File: src/rtl/mem_port_arbiter_if.sv
// ============================================================================
//  Module      : mem_port_arbiter_if
//  Description : Bundle of the two master request ports, the shared memory
//                port and the owner indication for mem_port_arbiter.
//  Revision    : 1.0  initial release
// ============================================================================
`default_nettype none

interface mem_port_arbiter_if;
   // Master 0 (CPU load/store unit)
   logic        m0_req;
   logic        m0_lock;
   logic [31:0] m0_addr;
   logic [31:0] m0_wrdata;
   logic [2:0]  m0_memop;
   logic        m0_we;
   logic        m0_gnt;
   logic        m0_rvalid;
   logic [31:0] m0_rddata;
   // Master 1 (DMA / blit engine)
   logic        m1_req;
   logic        m1_lock;
   logic [31:0] m1_addr;
   logic [31:0] m1_wrdata;
   logic [2:0]  m1_memop;
   logic        m1_we;
   logic        m1_gnt;
   logic        m1_rvalid;
   logic [31:0] m1_rddata;
   // Shared memory port
   logic [31:0] mem_addr;
   logic [31:0] mem_wrdata;
   logic [2:0]  mem_memop;
   logic        mem_we;
   logic [31:0] mem_rddata;
   logic [1:0]  arb_owner;

   // Arbiter side
   modport slave (
      input  m0_req, m0_lock, m0_addr, m0_wrdata, m0_memop, m0_we,
      output m0_gnt, m0_rvalid, m0_rddata,
      input  m1_req, m1_lock, m1_addr, m1_wrdata, m1_memop, m1_we,
      output m1_gnt, m1_rvalid, m1_rddata,
      output mem_addr, mem_wrdata, mem_memop, mem_we, arb_owner,
      input  mem_rddata
   );

   // Requester / memory side
   modport master (
      output m0_req, m0_lock, m0_addr, m0_wrdata, m0_memop, m0_we,
      input  m0_gnt, m0_rvalid, m0_rddata,
      output m1_req, m1_lock, m1_addr, m1_wrdata, m1_memop, m1_we,
      input  m1_gnt, m1_rvalid, m1_rddata,
      input  mem_addr, mem_wrdata, mem_memop, mem_we, arb_owner,
      output mem_rddata
   );
endinterface

`default_nettype wire

File: src/rtl/mem_port_arbiter.sv
// ============================================================================
//  Module      : mem_port_arbiter
//  Description : Two-master fixed-priority arbiter for the memory_map data
//                port with anti-starvation hold limit, lock and read tagging.
//  Revision    : 1.0  initial release
// ============================================================================
`default_nettype none

module mem_port_arbiter #(
   parameter int MAX_HOLD   = 16,
   parameter int RD_LATENCY = 1
) (
   input  logic                  clk,
   input  logic                  rst_n,
   mem_port_arbiter_if.slave     port_if
);

   localparam int HOLD_W = $clog2(MAX_HOLD + 1);

   typedef enum logic [1:0] {
      OWN_NONE = 2'b00,
      OWN_M0   = 2'b01,
      OWN_M1   = 2'b10
   } owner_e;

   owner_e                  lock_owner_q;
   owner_e                  lock_owner_d;
   owner_e                  winner;
   logic [HOLD_W-1:0]       hold_cnt_q;
   logic [HOLD_W-1:0]       hold_cnt_d;
   logic [RD_LATENCY-1:0]   rd_vld_q;
   logic [RD_LATENCY-1:0]   rd_vld_d;
   logic [RD_LATENCY-1:0]   rd_id_q;
   logic [RD_LATENCY-1:0]   rd_id_d;
   logic                    hold_full;
   logic                    win_we;
   logic                    rd_issue;

   assign hold_full = (hold_cnt_q == HOLD_W'(MAX_HOLD));

   // Winner selection; gating on rst_n keeps the port silent while reset is held.
   always_comb begin
      winner = OWN_NONE;
      if (!rst_n) begin
         winner = OWN_NONE;
      end else if ((lock_owner_q == OWN_M0) && port_if.m0_req) begin
         winner = OWN_M0;
      end else if ((lock_owner_q == OWN_M1) && port_if.m1_req) begin
         winner = OWN_M1;
      end else if (port_if.m1_req && hold_full) begin
         winner = OWN_M1;
      end else if (port_if.m0_req) begin
         winner = OWN_M0;
      end else if (port_if.m1_req) begin
         winner = OWN_M1;
      end
   end

   // Bus mux, grants and next-state
   always_comb begin
      port_if.m0_gnt     = 1'b0;
      port_if.m1_gnt     = 1'b0;
      port_if.mem_addr   = 32'h0;
      port_if.mem_wrdata = 32'h0;
      port_if.mem_memop  = 3'b000;
      win_we             = 1'b0;
      lock_owner_d       = OWN_NONE;
      hold_cnt_d         = '0;

      case (winner)
         OWN_M0: begin
            port_if.m0_gnt     = 1'b1;
            port_if.mem_addr   = port_if.m0_addr;
            port_if.mem_wrdata = port_if.m0_wrdata;
            port_if.mem_memop  = port_if.m0_memop;
            win_we             = port_if.m0_we;
            lock_owner_d       = port_if.m0_lock ? OWN_M0 : OWN_NONE;
         end
         OWN_M1: begin
            port_if.m1_gnt     = 1'b1;
            port_if.mem_addr   = port_if.m1_addr;
            port_if.mem_wrdata = port_if.m1_wrdata;
            port_if.mem_memop  = port_if.m1_memop;
            win_we             = port_if.m1_we;
            lock_owner_d       = port_if.m1_lock ? OWN_M1 : OWN_NONE;
         end
         default: begin
            lock_owner_d = OWN_NONE;
         end
      endcase

      // Counts M0 wins while M1 waits; saturates so a lock can outlast the limit.
      if ((winner == OWN_M0) && port_if.m1_req) begin
         hold_cnt_d = hold_full ? hold_cnt_q : hold_cnt_q + HOLD_W'(1);
      end
   end

   assign port_if.mem_we    = win_we & (winner != OWN_NONE);
   assign port_if.arb_owner = winner;

   // Read-return tag pipeline: bit 0 is the newest entry.
   assign rd_issue = (winner != OWN_NONE) & ~win_we;
   assign rd_vld_d = (rd_vld_q << 1) | RD_LATENCY'(rd_issue);
   assign rd_id_d  = (rd_id_q  << 1) | RD_LATENCY'(winner == OWN_M1);

   always_ff @(posedge clk or negedge rst_n) begin
      if (!rst_n) begin
         lock_owner_q <= OWN_NONE;
         hold_cnt_q   <= '0;
         rd_vld_q     <= '0;
         rd_id_q      <= '0;
      end else begin
         lock_owner_q <= lock_owner_d;
         hold_cnt_q   <= hold_cnt_d;
         rd_vld_q     <= rd_vld_d;
         rd_id_q      <= rd_id_d;
      end
   end

   assign port_if.m0_rvalid = rd_vld_q[RD_LATENCY-1] & ~rd_id_q[RD_LATENCY-1];
   assign port_if.m1_rvalid = rd_vld_q[RD_LATENCY-1] &  rd_id_q[RD_LATENCY-1];
   assign port_if.m0_rddata = port_if.mem_rddata;
   assign port_if.m1_rddata = port_if.mem_rddata;

endmodule

`default_nettype wire

File: src/flat_wrapper.sv
// flat-port wrapper written by rule: the top's interface ports become plain ports
module mem_port_arbiter_flat 
#(
   parameter int MAX_HOLD   = 16,
   parameter int RD_LATENCY = 1
)
  (clk, rst_n, port_if_m0_req, port_if_m0_lock, port_if_m0_addr, port_if_m0_wrdata, port_if_m0_memop, port_if_m0_we, port_if_m0_gnt, port_if_m0_rvalid, port_if_m0_rddata, port_if_m1_req, port_if_m1_lock, port_if_m1_addr, port_if_m1_wrdata, port_if_m1_memop, port_if_m1_we, port_if_m1_gnt, port_if_m1_rvalid, port_if_m1_rddata, port_if_mem_addr, port_if_mem_wrdata, port_if_mem_memop, port_if_mem_we, port_if_arb_owner, port_if_mem_rddata);
  mem_port_arbiter_if port_if_i ();
  input  logic clk;
  input  logic rst_n;
  input wire logic [$bits(port_if_i.m0_req)-1:0] port_if_m0_req;
  input wire logic [$bits(port_if_i.m0_lock)-1:0] port_if_m0_lock;
  input wire logic [$bits(port_if_i.m0_addr)-1:0] port_if_m0_addr;
  input wire logic [$bits(port_if_i.m0_wrdata)-1:0] port_if_m0_wrdata;
  input wire logic [$bits(port_if_i.m0_memop)-1:0] port_if_m0_memop;
  input wire logic [$bits(port_if_i.m0_we)-1:0] port_if_m0_we;
  output wire logic [$bits(port_if_i.m0_gnt)-1:0] port_if_m0_gnt;
  output wire logic [$bits(port_if_i.m0_rvalid)-1:0] port_if_m0_rvalid;
  output wire logic [$bits(port_if_i.m0_rddata)-1:0] port_if_m0_rddata;
  input wire logic [$bits(port_if_i.m1_req)-1:0] port_if_m1_req;
  input wire logic [$bits(port_if_i.m1_lock)-1:0] port_if_m1_lock;
  input wire logic [$bits(port_if_i.m1_addr)-1:0] port_if_m1_addr;
  input wire logic [$bits(port_if_i.m1_wrdata)-1:0] port_if_m1_wrdata;
  input wire logic [$bits(port_if_i.m1_memop)-1:0] port_if_m1_memop;
  input wire logic [$bits(port_if_i.m1_we)-1:0] port_if_m1_we;
  output wire logic [$bits(port_if_i.m1_gnt)-1:0] port_if_m1_gnt;
  output wire logic [$bits(port_if_i.m1_rvalid)-1:0] port_if_m1_rvalid;
  output wire logic [$bits(port_if_i.m1_rddata)-1:0] port_if_m1_rddata;
  output wire logic [$bits(port_if_i.mem_addr)-1:0] port_if_mem_addr;
  output wire logic [$bits(port_if_i.mem_wrdata)-1:0] port_if_mem_wrdata;
  output wire logic [$bits(port_if_i.mem_memop)-1:0] port_if_mem_memop;
  output wire logic [$bits(port_if_i.mem_we)-1:0] port_if_mem_we;
  output wire logic [$bits(port_if_i.arb_owner)-1:0] port_if_arb_owner;
  input wire logic [$bits(port_if_i.mem_rddata)-1:0] port_if_mem_rddata;
  assign port_if_i.m0_req = port_if_m0_req;
  assign port_if_i.m0_lock = port_if_m0_lock;
  assign port_if_i.m0_addr = port_if_m0_addr;
  assign port_if_i.m0_wrdata = port_if_m0_wrdata;
  assign port_if_i.m0_memop = port_if_m0_memop;
  assign port_if_i.m0_we = port_if_m0_we;
  assign port_if_m0_gnt = port_if_i.m0_gnt;
  assign port_if_m0_rvalid = port_if_i.m0_rvalid;
  assign port_if_m0_rddata = port_if_i.m0_rddata;
  assign port_if_i.m1_req = port_if_m1_req;
  assign port_if_i.m1_lock = port_if_m1_lock;
  assign port_if_i.m1_addr = port_if_m1_addr;
  assign port_if_i.m1_wrdata = port_if_m1_wrdata;
  assign port_if_i.m1_memop = port_if_m1_memop;
  assign port_if_i.m1_we = port_if_m1_we;
  assign port_if_m1_gnt = port_if_i.m1_gnt;
  assign port_if_m1_rvalid = port_if_i.m1_rvalid;
  assign port_if_m1_rddata = port_if_i.m1_rddata;
  assign port_if_mem_addr = port_if_i.mem_addr;
  assign port_if_mem_wrdata = port_if_i.mem_wrdata;
  assign port_if_mem_memop = port_if_i.mem_memop;
  assign port_if_mem_we = port_if_i.mem_we;
  assign port_if_arb_owner = port_if_i.arb_owner;
  assign port_if_i.mem_rddata = port_if_mem_rddata;
  mem_port_arbiter #(.MAX_HOLD(MAX_HOLD), .RD_LATENCY(RD_LATENCY)) u_core (.clk(clk), .rst_n(rst_n), .port_if(port_if_i));
endmodule
File: config.mk
export PLATFORM = sky130hd
export DESIGN_NAME = mem_port_arbiter_flat
export DESIGN_NICKNAME = d
export VERILOG_FILES = /design/src/rtl/mem_port_arbiter_if.sv /design/src/rtl/mem_port_arbiter.sv /design/src/flat_wrapper.sv
export SDC_FILE = /design/constraint.sdc
export NUM_CORES = 1
export LEC_CHECK = 0
export BUFFER_PORTS_ARGS = -buffer_cell sky130_fd_sc_hd__buf_2
export CORE_AREA = 2 2 122 124
export DETAILED_ROUTE_END_ITERATION = 16
export DIE_AREA = 0 0 124 126
export GPL_TIMING_DRIVEN = 0
export MAX_ROUTING_LAYER = met4
export PLACE_DENSITY = 0.52
export SKIP_CTS_REPAIR_TIMING = 1
export SYNTH_ARGS = -nofsm -noshare
export SYNTH_HDL_FRONTEND = slang
export SYNTH_SLANG_ARGS = --single-unit
File: constraint.sdc
create_clock -name clk -period 3.9 [get_ports clk]
set_input_delay 0.195 -clock clk [delete_from_list [all_inputs] [get_ports clk]]
set_output_delay 0.195 -clock clk [all_outputs]
set_load 0.01 [all_outputs]
==> results.cfg <==
[status]
outcome = completed

[power]
cellPowerDensity_mw_per_mm2 = 167
power_mw = 0.599
p_leak_nw = 2.15
vdd_ir_drop_max_mv = 0.114

[placed_design]
place_congestion = 0.799
hpwl_mm = 8.50
dp_cells = 673
portBuffers = 279
place_ws_ps = 168

[floorplanning]
core_mm2 = 0.0143
ios = 312
die_w_um = 124
die_y_um = 126
fp-row-count = 44
start_util_pct = 13.1
die-area_mm2 = 0.0156

[worst_setup_path]
worstSetupPathType = register to primary output
worst_setup_path_start_kind = register
cp_slowest_stage_delay_ps = 450
crit_path_end_kind = primary output
cp_max_fo = 10
crit_slowest_cell = clkbuf_1
worstPathBufferInverterCount = 5
critPathTopFamily = buffers and inverters
critical_path_arrival_ps = 3350
critPathRequiredTime_ps = 3700
cp_cell_sequence = inv_1 -> ha_1 -> and4bb_2 -> maj3_1 -> a21oi_1 -> ha_1 -> inv_1 -> clkbuf_2 -> clkbuf_1 -> a32o_1 -> buf_2

[logic_synthesis]
synth-compound-area-share_pct = 40.1
synth-simple-area-share_pct = 8.26
synthXorXnorAreaFrac_pct = 1.40
synth_mux_area_share_pct = 0
synth_area_mm2 = 0.00188
ys.flop_type = dfrtp_1
syn-num-nets = 389
syn_inst = 210
synth-edff-count = 0
synth_top_area_share_pct = 27.2
synthAdderAreaFrac_pct = 3.86
yosysMostFrequentCell = buf_4
syn_area_per_cell_um2 = 8.95
ys_seq_area_share_pct = 12.0
async_reset_ff_share_pct = 100
synth_top_family_by_area = compound AO/OA/AOI/OAI gates
ys_types = 32
synth_seq_cells = 9
yosysWarningCount = 0
synthTopCellsByArea = buf_4, a32o_1, a32o_2
synth_common_cells = buf_4, a32o_1, a32o_2, clkbuf_1, dfrtp_1
yosysTopAreaCell = buf_4

[sta]
finalSetupViolCount = 0
hold_viol_final = 0
rsz0062_at_grt = no
worst_clock_skew_ps = 3.15
drv_slew = 0
finalCriticalPeriod_ps = 3540
max_clock_freq_mhz = 282
tightest_slew_ps = 520
slew_headroom_pct = 65.3
final.period_utilization_pct = 90.9
setup_slack_ps = 355
setup_tns_ps = 0

[routing]
drtIter0Drc = 67
drtPass1Iterations = 5
via_per_inst = 4.17
vias = 2822
post-route-drc-count = 0
ant_nets = 0
wirelength_mm = 9.69
wire_per_inst_um = 14.3

[global_route]
grt_pass1_wl_mm = 14.1
grt_usage_pct = 11.6
grt_antenna_before_repair = 0
overflow = 0
grt_max_degree = 12
grt_pass1_vias = 2765

[layout]
num-nets-final = 673
regArea_um2 = 225
fill_cells = 1630
syn2layout_area_growth_pct = 91.2
drive_gt1_share_pct = 77.1
multi_input_area_mm2 = 0.00101
fin_cells = 677
antennaDiodeCount = 0
final_util_pct = 25.1

[clocking]
cts_buffers = 3
ctsRootBufferMaster = clkbuf_16
clockBufferDepth = 2
htree_levels = 1
clock-sinks = 9
cts_tree = built
clock_latency_ps = 230
clk_pin_slew_ps = 40

[worst_hold_path]
hold_class = input port to register

[job]
cap_violations = 0
## final cells by class
type / count / area share, %
flip-flops and latches: 9 / 6.27
multi-input cells: 108 / 28.0
inverters: 7 / 0.801
plain buffers: 85 / 17.2
well taps: 184 / 6.41
repair buffers: 280 / 39.1
clock buffers: 4 / 2.19
## routing by layer
metal	global-route usage, %	vias to the layer above	wire, um
met1	13.5	1315	3860
met3	1.63	8	693
met4	1.52	0	78
met2	21.4	165	5050
met5	-	-	0
li1	-	1334	-
## cells by family after synthesis
family / count (synthesis)
compound gates: 74
simple gates: 25
xor+xnor: 3
buf+inv: 93
fa+ha+maj: 6
flops: 9
## layout by cell type, fill, tap and decap left out, drive strengths merged, types with 2 or more instances in the layout
| cell type | instances |
|---|---|
| buf | 351 |
| a32o | 66 |
| clkbuf | 17 |
| dfrtp | 9 |
| inv | 7 |
| nor2 | 6 |
| nand2 | 5 |
| ha | 5 |
| a21oi | 3 |
| and2 | 3 |
| nor2b | 2 |
| nand3 | 2 |
| xor2 | 2 |
| nor3 | 2 |
## state kept, by name, indices dropped and copies added (netlist names)
name	cells
u_core.hold_cnt_q	5
u_core.lock_owner_q	2
u_core.rd_id_q	1
u_core.rd_vld_q	1
## path summary, 6_finish.rpt
kind	startpoint	to	slack, ps	depth (start not counted)
setup reg to reg	u_core.hold_cnt_q[0]	u_core.rd_vld_q	1000	10
hold reg to reg	u_core.hold_cnt_q[1]	u_core.hold_cnt_q[1]	580	2
hold / removal	port_if_m0_lock	u_core.lock_owner_q[0]	180	2
setup / recovery	u_core.hold_cnt_q[0]	port_if_mem_wrdata[21]	360	11
min in group asynchronous	rst_n	u_core.hold_cnt_q[2]	350	2
max in group asynchronous	rst_n	u_core.hold_cnt_q[4]	3350	2
## report_power, final
group | switching [mW] | internal (mW)
Clock | 0.0439 | 0.137
Combinational | 0.150 | 0.171
Sequential | 0.00140 | 0.0962
Total | 0.195 | 0.404
## per-stage QoR
step                      hold slack (ps)  area (um2)
after floorplan                      -101        1880
after global placement               67.0        3510
after detailed placement             71.5        3510
after CTS                            -175        3580
after global routing                  188        3590
final                                 181        3590
## worst register-to-register path, stage by stage, from the launching register on
cell and delay [ps]:
dfrtp_1 380, inv_1 80, ha_1 240, and4bb_2 270
maj3_1 390, a21oi_1 160, ha_1 300, nor2b_1 130
clkbuf_2 230, buf_2 380, a221oi_1 190
(Power assumes the default switching activity.)
